## config.mk

```make
export PLATFORM = sky130hd
export DESIGN_NAME = led7_scan_ctrl
export DESIGN_NICKNAME = d
export VERILOG_FILES = /design/src/rtl/led7_scan_ctrl.sv
export SDC_FILE = /design/constraint.sdc
export NUM_CORES = 1
export LEC_CHECK = 0
export CORE_AREA = 2 2 92 94
export DETAILED_ROUTE_END_ITERATION = 8
export DIE_AREA = 0 0 94 96
export GPL_ROUTABILITY_DRIVEN = 0
export PLACE_DENSITY = 0.81
export SYNTH_ARGS = -nofsm -noshare
export SYNTH_HDL_FRONTEND = slang
export SYNTH_SLANG_ARGS = --single-unit
```

## constraint.sdc

```tcl
create_clock -name clk -period 3.73 [get_ports clk]
set_input_delay 1.119 -clock clk [delete_from_list [all_inputs] [get_ports clk]]
set_output_delay 1.119 -clock clk [all_outputs]
set_load 0.02 [all_outputs]
```

## src/rtl/led7_scan_ctrl.sv

```systemverilog
// led7_scan_ctrl: time-multiplexed scan controller for common-cathode
// 7-segment digits sharing one segment bus.
//
// Handshake: load is a one-cycle strobe with no ready. Every cycle it is
// high, data_in/dp_in are accepted into the shadow. Scanning picks the
// shadow up at the next frame boundary. In IDLE the load is written straight
// into the active frame.
//
// All pin outputs are registered from the next-state values, so an/seg change
// on the same edge that takes the state/idx transition.
module led7_scan_ctrl #(
  parameter int N_DIGITS  = 4,
  parameter int SCAN_DIV  = 50000,
  parameter int BLANK_CYC = 16
) (
  input  logic                  clk,
  input  logic                  rst,
  input  logic                  en,
  input  logic                  load,
  input  logic [4*N_DIGITS-1:0] data_in,
  input  logic [N_DIGITS-1:0]   dp_in,
  input  logic                  lzb,
  output logic [6:0]            seg,
  output logic                  dp,
  output logic [N_DIGITS-1:0]   an,
  output logic                  frame_done
);

  localparam int CW = $clog2(SCAN_DIV);
  localparam int IW = $clog2(N_DIGITS);
  localparam logic [CW-1:0] BLANK_LAST = CW'(BLANK_CYC - 1);
  localparam logic [CW-1:0] SLOT_LAST  = CW'(SCAN_DIV - 1);
  localparam logic [IW-1:0] IDX_LAST   = IW'(N_DIGITS - 1);

  typedef enum logic [1:0] {
    IDLE  = 2'd0,
    BLANK = 2'd1,
    SHOW  = 2'd2
  } state_t;

  state_t                state, state_nx;
  logic [CW-1:0]         cnt, cnt_nx;
  logic [IW-1:0]         idx, idx_nx;
  logic [4*N_DIGITS-1:0] shadow_data, shadow_data_nx;
  logic [N_DIGITS-1:0]   shadow_dp, shadow_dp_nx;
  logic                  pending, pending_nx;
  logic [4*N_DIGITS-1:0] active_data, active_data_nx;
  logic [N_DIGITS-1:0]   active_dp, active_dp_nx;
  logic                  boundary;
  logic                  wrap;

  logic [3:0]            digit_val;
  logic                  lz_blank;
  logic [6:0]            seg_nx;
  logic                  dp_nx;
  logic [N_DIGITS-1:0]   an_nx;

  // gfedcba pattern for one BCD code; non-BCD codes light every segment.
  function automatic logic [6:0] decode(input logic [3:0] v);
    logic [6:0] s;
    case (v)
      4'd0:    s = 7'b0111111;
      4'd1:    s = 7'b0000110;
      4'd2:    s = 7'b1011011;
      4'd3:    s = 7'b1001111;
      4'd4:    s = 7'b1100110;
      4'd5:    s = 7'b1101101;
      4'd6:    s = 7'b1111101;
      4'd7:    s = 7'b0000111;
      4'd8:    s = 7'b1111111;
      4'd9:    s = 7'b1101111;
      default: s = 7'b1111111;
    endcase
    return s;
  endfunction

  // Scan sequencing: slot counter, digit index, frame boundary detection.
  always_comb begin
    state_nx = state;
    cnt_nx   = cnt;
    idx_nx   = idx;
    boundary = 1'b0;
    wrap     = 1'b0;
    if (!en) begin
      state_nx = IDLE;
      cnt_nx   = '0;
      idx_nx   = '0;
    end else begin
      case (state)
        IDLE: begin
          state_nx = BLANK;
          cnt_nx   = '0;
          idx_nx   = '0;
          boundary = 1'b1;
        end
        BLANK: begin
          cnt_nx = cnt + CW'(1);
          if (cnt == BLANK_LAST) state_nx = SHOW;
        end
        SHOW: begin
          if (cnt == SLOT_LAST) begin
            cnt_nx   = '0;
            state_nx = BLANK;
            if (idx == IDX_LAST) begin
              idx_nx   = '0;
              wrap     = 1'b1;
              boundary = 1'b1;
            end else begin
              idx_nx = idx + IW'(1);
            end
          end else begin
            cnt_nx = cnt + CW'(1);
          end
        end
        default: begin
          state_nx = IDLE;
          cnt_nx   = '0;
          idx_nx   = '0;
        end
      endcase
    end
  end

  // Frame data: boundary transfer uses the old shadow, then a load on the
  // same edge refills the shadow (or the active frame directly when idle).
  always_comb begin
    shadow_data_nx = shadow_data;
    shadow_dp_nx   = shadow_dp;
    pending_nx     = pending;
    active_data_nx = active_data;
    active_dp_nx   = active_dp;
    if (boundary && pending) begin
      active_data_nx = shadow_data;
      active_dp_nx   = shadow_dp;
      pending_nx     = 1'b0;
    end
    if (load) begin
      shadow_data_nx = data_in;
      shadow_dp_nx   = dp_in;
      if (state == IDLE) begin
        active_data_nx = data_in;
        active_dp_nx   = dp_in;
        pending_nx     = 1'b0;
      end else begin
        pending_nx = 1'b1;
      end
    end
  end

  // Pin values for the coming cycle, derived from the next state and frame.
  always_comb begin
    digit_val = 4'(active_data_nx >> {idx_nx, 2'b00});
    lz_blank  = lzb && (idx_nx != '0) &&
                ((active_data_nx >> {idx_nx, 2'b00}) == '0);
    seg_nx    = 7'd0;
    dp_nx     = 1'b0;
    an_nx     = '1;
    if (state_nx == SHOW) begin
      seg_nx = lz_blank ? 7'd0 : decode(digit_val);
      dp_nx  = active_dp_nx[idx_nx];
      an_nx  = ~({{(N_DIGITS-1){1'b0}}, 1'b1} << idx_nx);
    end
  end

  // State, counters and frame registers.
  always_ff @(posedge clk or posedge rst) begin
    if (rst) begin
      state       <= IDLE;
      cnt         <= '0;
      idx         <= '0;
      shadow_data <= '0;
      shadow_dp   <= '0;
      pending     <= 1'b0;
      active_data <= '0;
      active_dp   <= '0;
    end else begin
      state       <= state_nx;
      cnt         <= cnt_nx;
      idx         <= idx_nx;
      shadow_data <= shadow_data_nx;
      shadow_dp   <= shadow_dp_nx;
      pending     <= pending_nx;
      active_data <= active_data_nx;
      active_dp   <= active_dp_nx;
    end
  end

  // Registered pin drivers; reset forces the display dark immediately.
  always_ff @(posedge clk or posedge rst) begin
    if (rst) begin
      seg        <= 7'd0;
      dp         <= 1'b0;
      an         <= '1;
      frame_done <= 1'b0;
    end else begin
      seg        <= seg_nx;
      dp         <= dp_nx;
      an         <= an_nx;
      frame_done <= wrap;
    end
  end

endmodule

```

==> results_dict.tcl <==
set metrics [dict create \
    outcome "finished, final reports clean" \
    cts_tree "built" \
    cp-startpoint "cnt[7]$_DFF_PP0_" \
    mappedNetlistArea_sq_um 4055 \
    ys_seq_elements 74 \
    diodes 0 \
    cp_data_required_time_ns 3.96 \
    cp_max_fo 7 \
    die_h_microns 96 \
    nFillCells 625 \
    dp_cells 584 \
    pin_count 38 \
    slew-limit-headroom 0.2431 \
    yosysSeqAreaShare 0.4579 \
    wl_met1_mm 4.689 \
    core-area_sq_um 8051 \
    wl_met2_mm 5.096 \
    fin_crit_sh 0.9704 \
    finalMaxSlewViolations 0 \
    synth_edf_count 0 \
    post_drt_via_cell_ratio 5.890 \
    power.total_uw 1964 \
    drc 0 \
    cp-start-kind "flop" \
    synth.distinct_cells 57 \
    p_sw_frac 0.2791 \
    wl_mm 10.61 \
    critical_path_arrival_ns 3.85 \
    antenna_found_initial 0 \
    cts_setup_buffers 0 \
    layout_common_cells "70 x dfrtp_1, 54 x buf_4, 42 x nand2_1" \
    grt_usage 0.2434 \
    p_leak_uw 0.002301 \
    final.min_clock_period_ns 3.620 \
    gr-total-overflow 0 \
    vias 3534 \
    routedWlPerCell_microns 17.69 \
    topRoutingLayerUsed "met4" \
    vdd_ir_drop_max_mv 0.2857 \
    yosysWarningCount 0 \
    dp_hpwl_mm 7.186 \
    cts_sinks 74 \
    p_clk_frac 0.358 \
    wl_met3_microns 576 \
    die_area_sq_um 9024 \
    first_iter_violations 287 \
    cts_buffers 9 \
    worstMarginPinSlew_ns 1.128 \
    worstHoldStart "cnt[0]$_DFF_PP0_" \
    cts_root_buf "clkbuf_8" \
    p_int_uw 1416 \
    grt_pass1_wl_mm 17.15 \
    cts_max_level 3 \
    grt_max_degree 31 \
    finalSetupViolCount 0 \
    clkLatencyLatePin_ns 0.36 \
    synthFlopType "dfrtp_1" \
    syn_nets 448 \
    crit_type "flop to flop" \
    powerDensity_nw_per_um2 375.5 \
    switching_power_uw 548.1 \
    async_flop_share 1.000 \
    max_freq_ghz 0.2763 \
    syn_to_final_growth_pct 28.97 \
    rows 33 \
    sequentialPowerShare 0.453 \
    stdcell_count 600 \
    hold_path_class "flop to flop" \
    grt_setup_unrepaired "yes" \
    grt_pass1_vias 3560 \
    chipWidth_microns 94 \
    fin_util 0.6496 \
    critPathCaptureType "flop" \
    ant_nets 0 \
    start_util 0.5037 \
    avgSynthCellArea_sq_um 9.843 \
    clockBufferDepth 2 \
    drive_above_1_share 0.2485 \
    p_comb_frac 0.189 \
    nNetsFinal 526 \
    syn_inst 412 \
    r2r-start "cnt[7]$_DFF_PP0_" \
    drt_pre_antenna_iters 5 \
    skew_ns 0.01338 \
    drv_cap 0 \
    final_common_cell "dfrtp_1" \
    io_buffers 37 \
    clk_pin_slew_ns 0.08 \
    finalHoldViolations 0 \
]
==> critical path: stages, from the launching register on <==
cell and delay [ns]:
dfrtp_1 0.39, or4_4 0.54, or4_4 0.43, or4_4 0.55, o311ai_4 0.35, mux2i_1 0.14, a211oi_2 0.33, ha_1 0.25
nand2_1 0.07, nor2_1 0.08, a31o_2 0.27, a21oi_1 0.09
==> Yosys cell counts (3+ instances only) <==
cell type,instances,area (sq um)
nor2_1,33,123.9
ha_1,11,137.6
clkbuf_1,23,86.33
o21ai_0,11,55.05
xnor2_1,6,52.55
xor2_1,8,70.07
mux2_2,20,225.2
nand2_1,43,161.4
mux2i_1,15,150.1
dfstp_2,4,105.1
and3_1,6,37.54
a21oi_1,11,55.05
nor3b_1,5,37.54
inv_1,19,71.32
or3_1,14,87.58
or4_4,3,33.78
nand4_1,8,50.05
dfrtp_1,70,1752
nor3_1,9,45.04
nand3_1,22,110.1
o31ai_1,9,67.56
nor2b_1,4,25.02
o221ai_1,8,70.07
a31oi_1,4,25.02
o311ai_0,4,35.03
==> path summary, 6_finish.rpt <==
path	slack [ns]	depth (start not counted)	endpoint
max	0.11	11	seg[1]$_DFF_PP0_
min	0.45	1	cnt[0]$_DFF_PP0_
max reg2reg	0.11	11	seg[1]$_DFF_PP0_
min reg2reg	0.45	1	cnt[0]$_DFF_PP0_
max in group asynchronous	1.80	3	seg[4]$_DFF_PP0_
min in group asynchronous	1.16	2	shadow_dp[0]$_DFFE_PP0P_
==> flip-flops by register name, indices dropped and copies added, names as in the netlist <==
signal and count:
seg 7, state 2, pending 1, shadow_dp 4, frame_done 1, active_data 16, cnt 16, shadow_data 16
active_dp 4, idx 2, an 4, dp 1
==> what timing repair did <==
item,4_1_cts,5_1_grt
pin swaps,1,4
setup endpoints to repair,7,7
gates resized for setup,5,19
hold buffers,0,0
==> power by group through the flow <==
stage | combinational, uW | clock, uW | sequential, uW
floorplan | 213 | 0 | 890
global placement | 326 | 0 | 899
detailed placement | 341 | 0 | 900
CTS | 350 | 702 | 887
global route | 406 | 749 | 897
finish | 371 | 704 | 890
==> logic make-up after synthesis <==
kind of cell / synth area share
flip-flops: 0.4579
AO/OA/AOI/OAI: 0.1296
multiplexers: 0.09627
AND/OR/NAND/NOR: 0.2077
XOR/XNOR: 0.03024
buffers and inverters: 0.04443
adder cells (fa/ha/maj): 0.03394
==> through the flow <==
stage	instance area (sq um)	hold WS (ns)	setup WS (ns)	setup TNS, ns
final	5230	0.4528	0.1103	0
after global routing	5230	0.4948	-0.001307	-0.001307
after CTS	5141	0.4576	0.000004885	0
after detailed placement	4893	0.4475	-0.2692	-1.400
after global placement	4893	0.4388	-0.1895	-1.055
after floorplan	4061	0.4251	0.0001834	0
==> routing by layer <==
metal | global-route usage | vias to the layer above
li1 | - | 1624
met1 | 0.3330 | 1757
met2 | 0.3845 | 130
met3 | 0.04464 | 23
met4 | 0.09903 | 0
met5 | 0 | -
==> area by class of cell <==
class | instances | area [sq um] | share of cell area
clock buffer | 10 | 127.6 | 0.02440
inverter | 20 | 75.07 | 0.01435
clock inverter | 6 | 90.09 | 0.01722
sequential | 74 | 1857 | 0.3550
tap | 105 | 131.4 | 0.02512
multi-input combinational | 292 | 2137 | 0.4086
timing repair buffer | 93 | 812.0 | 0.1553
Note: power is estimated with default switching activity, not from simulation.
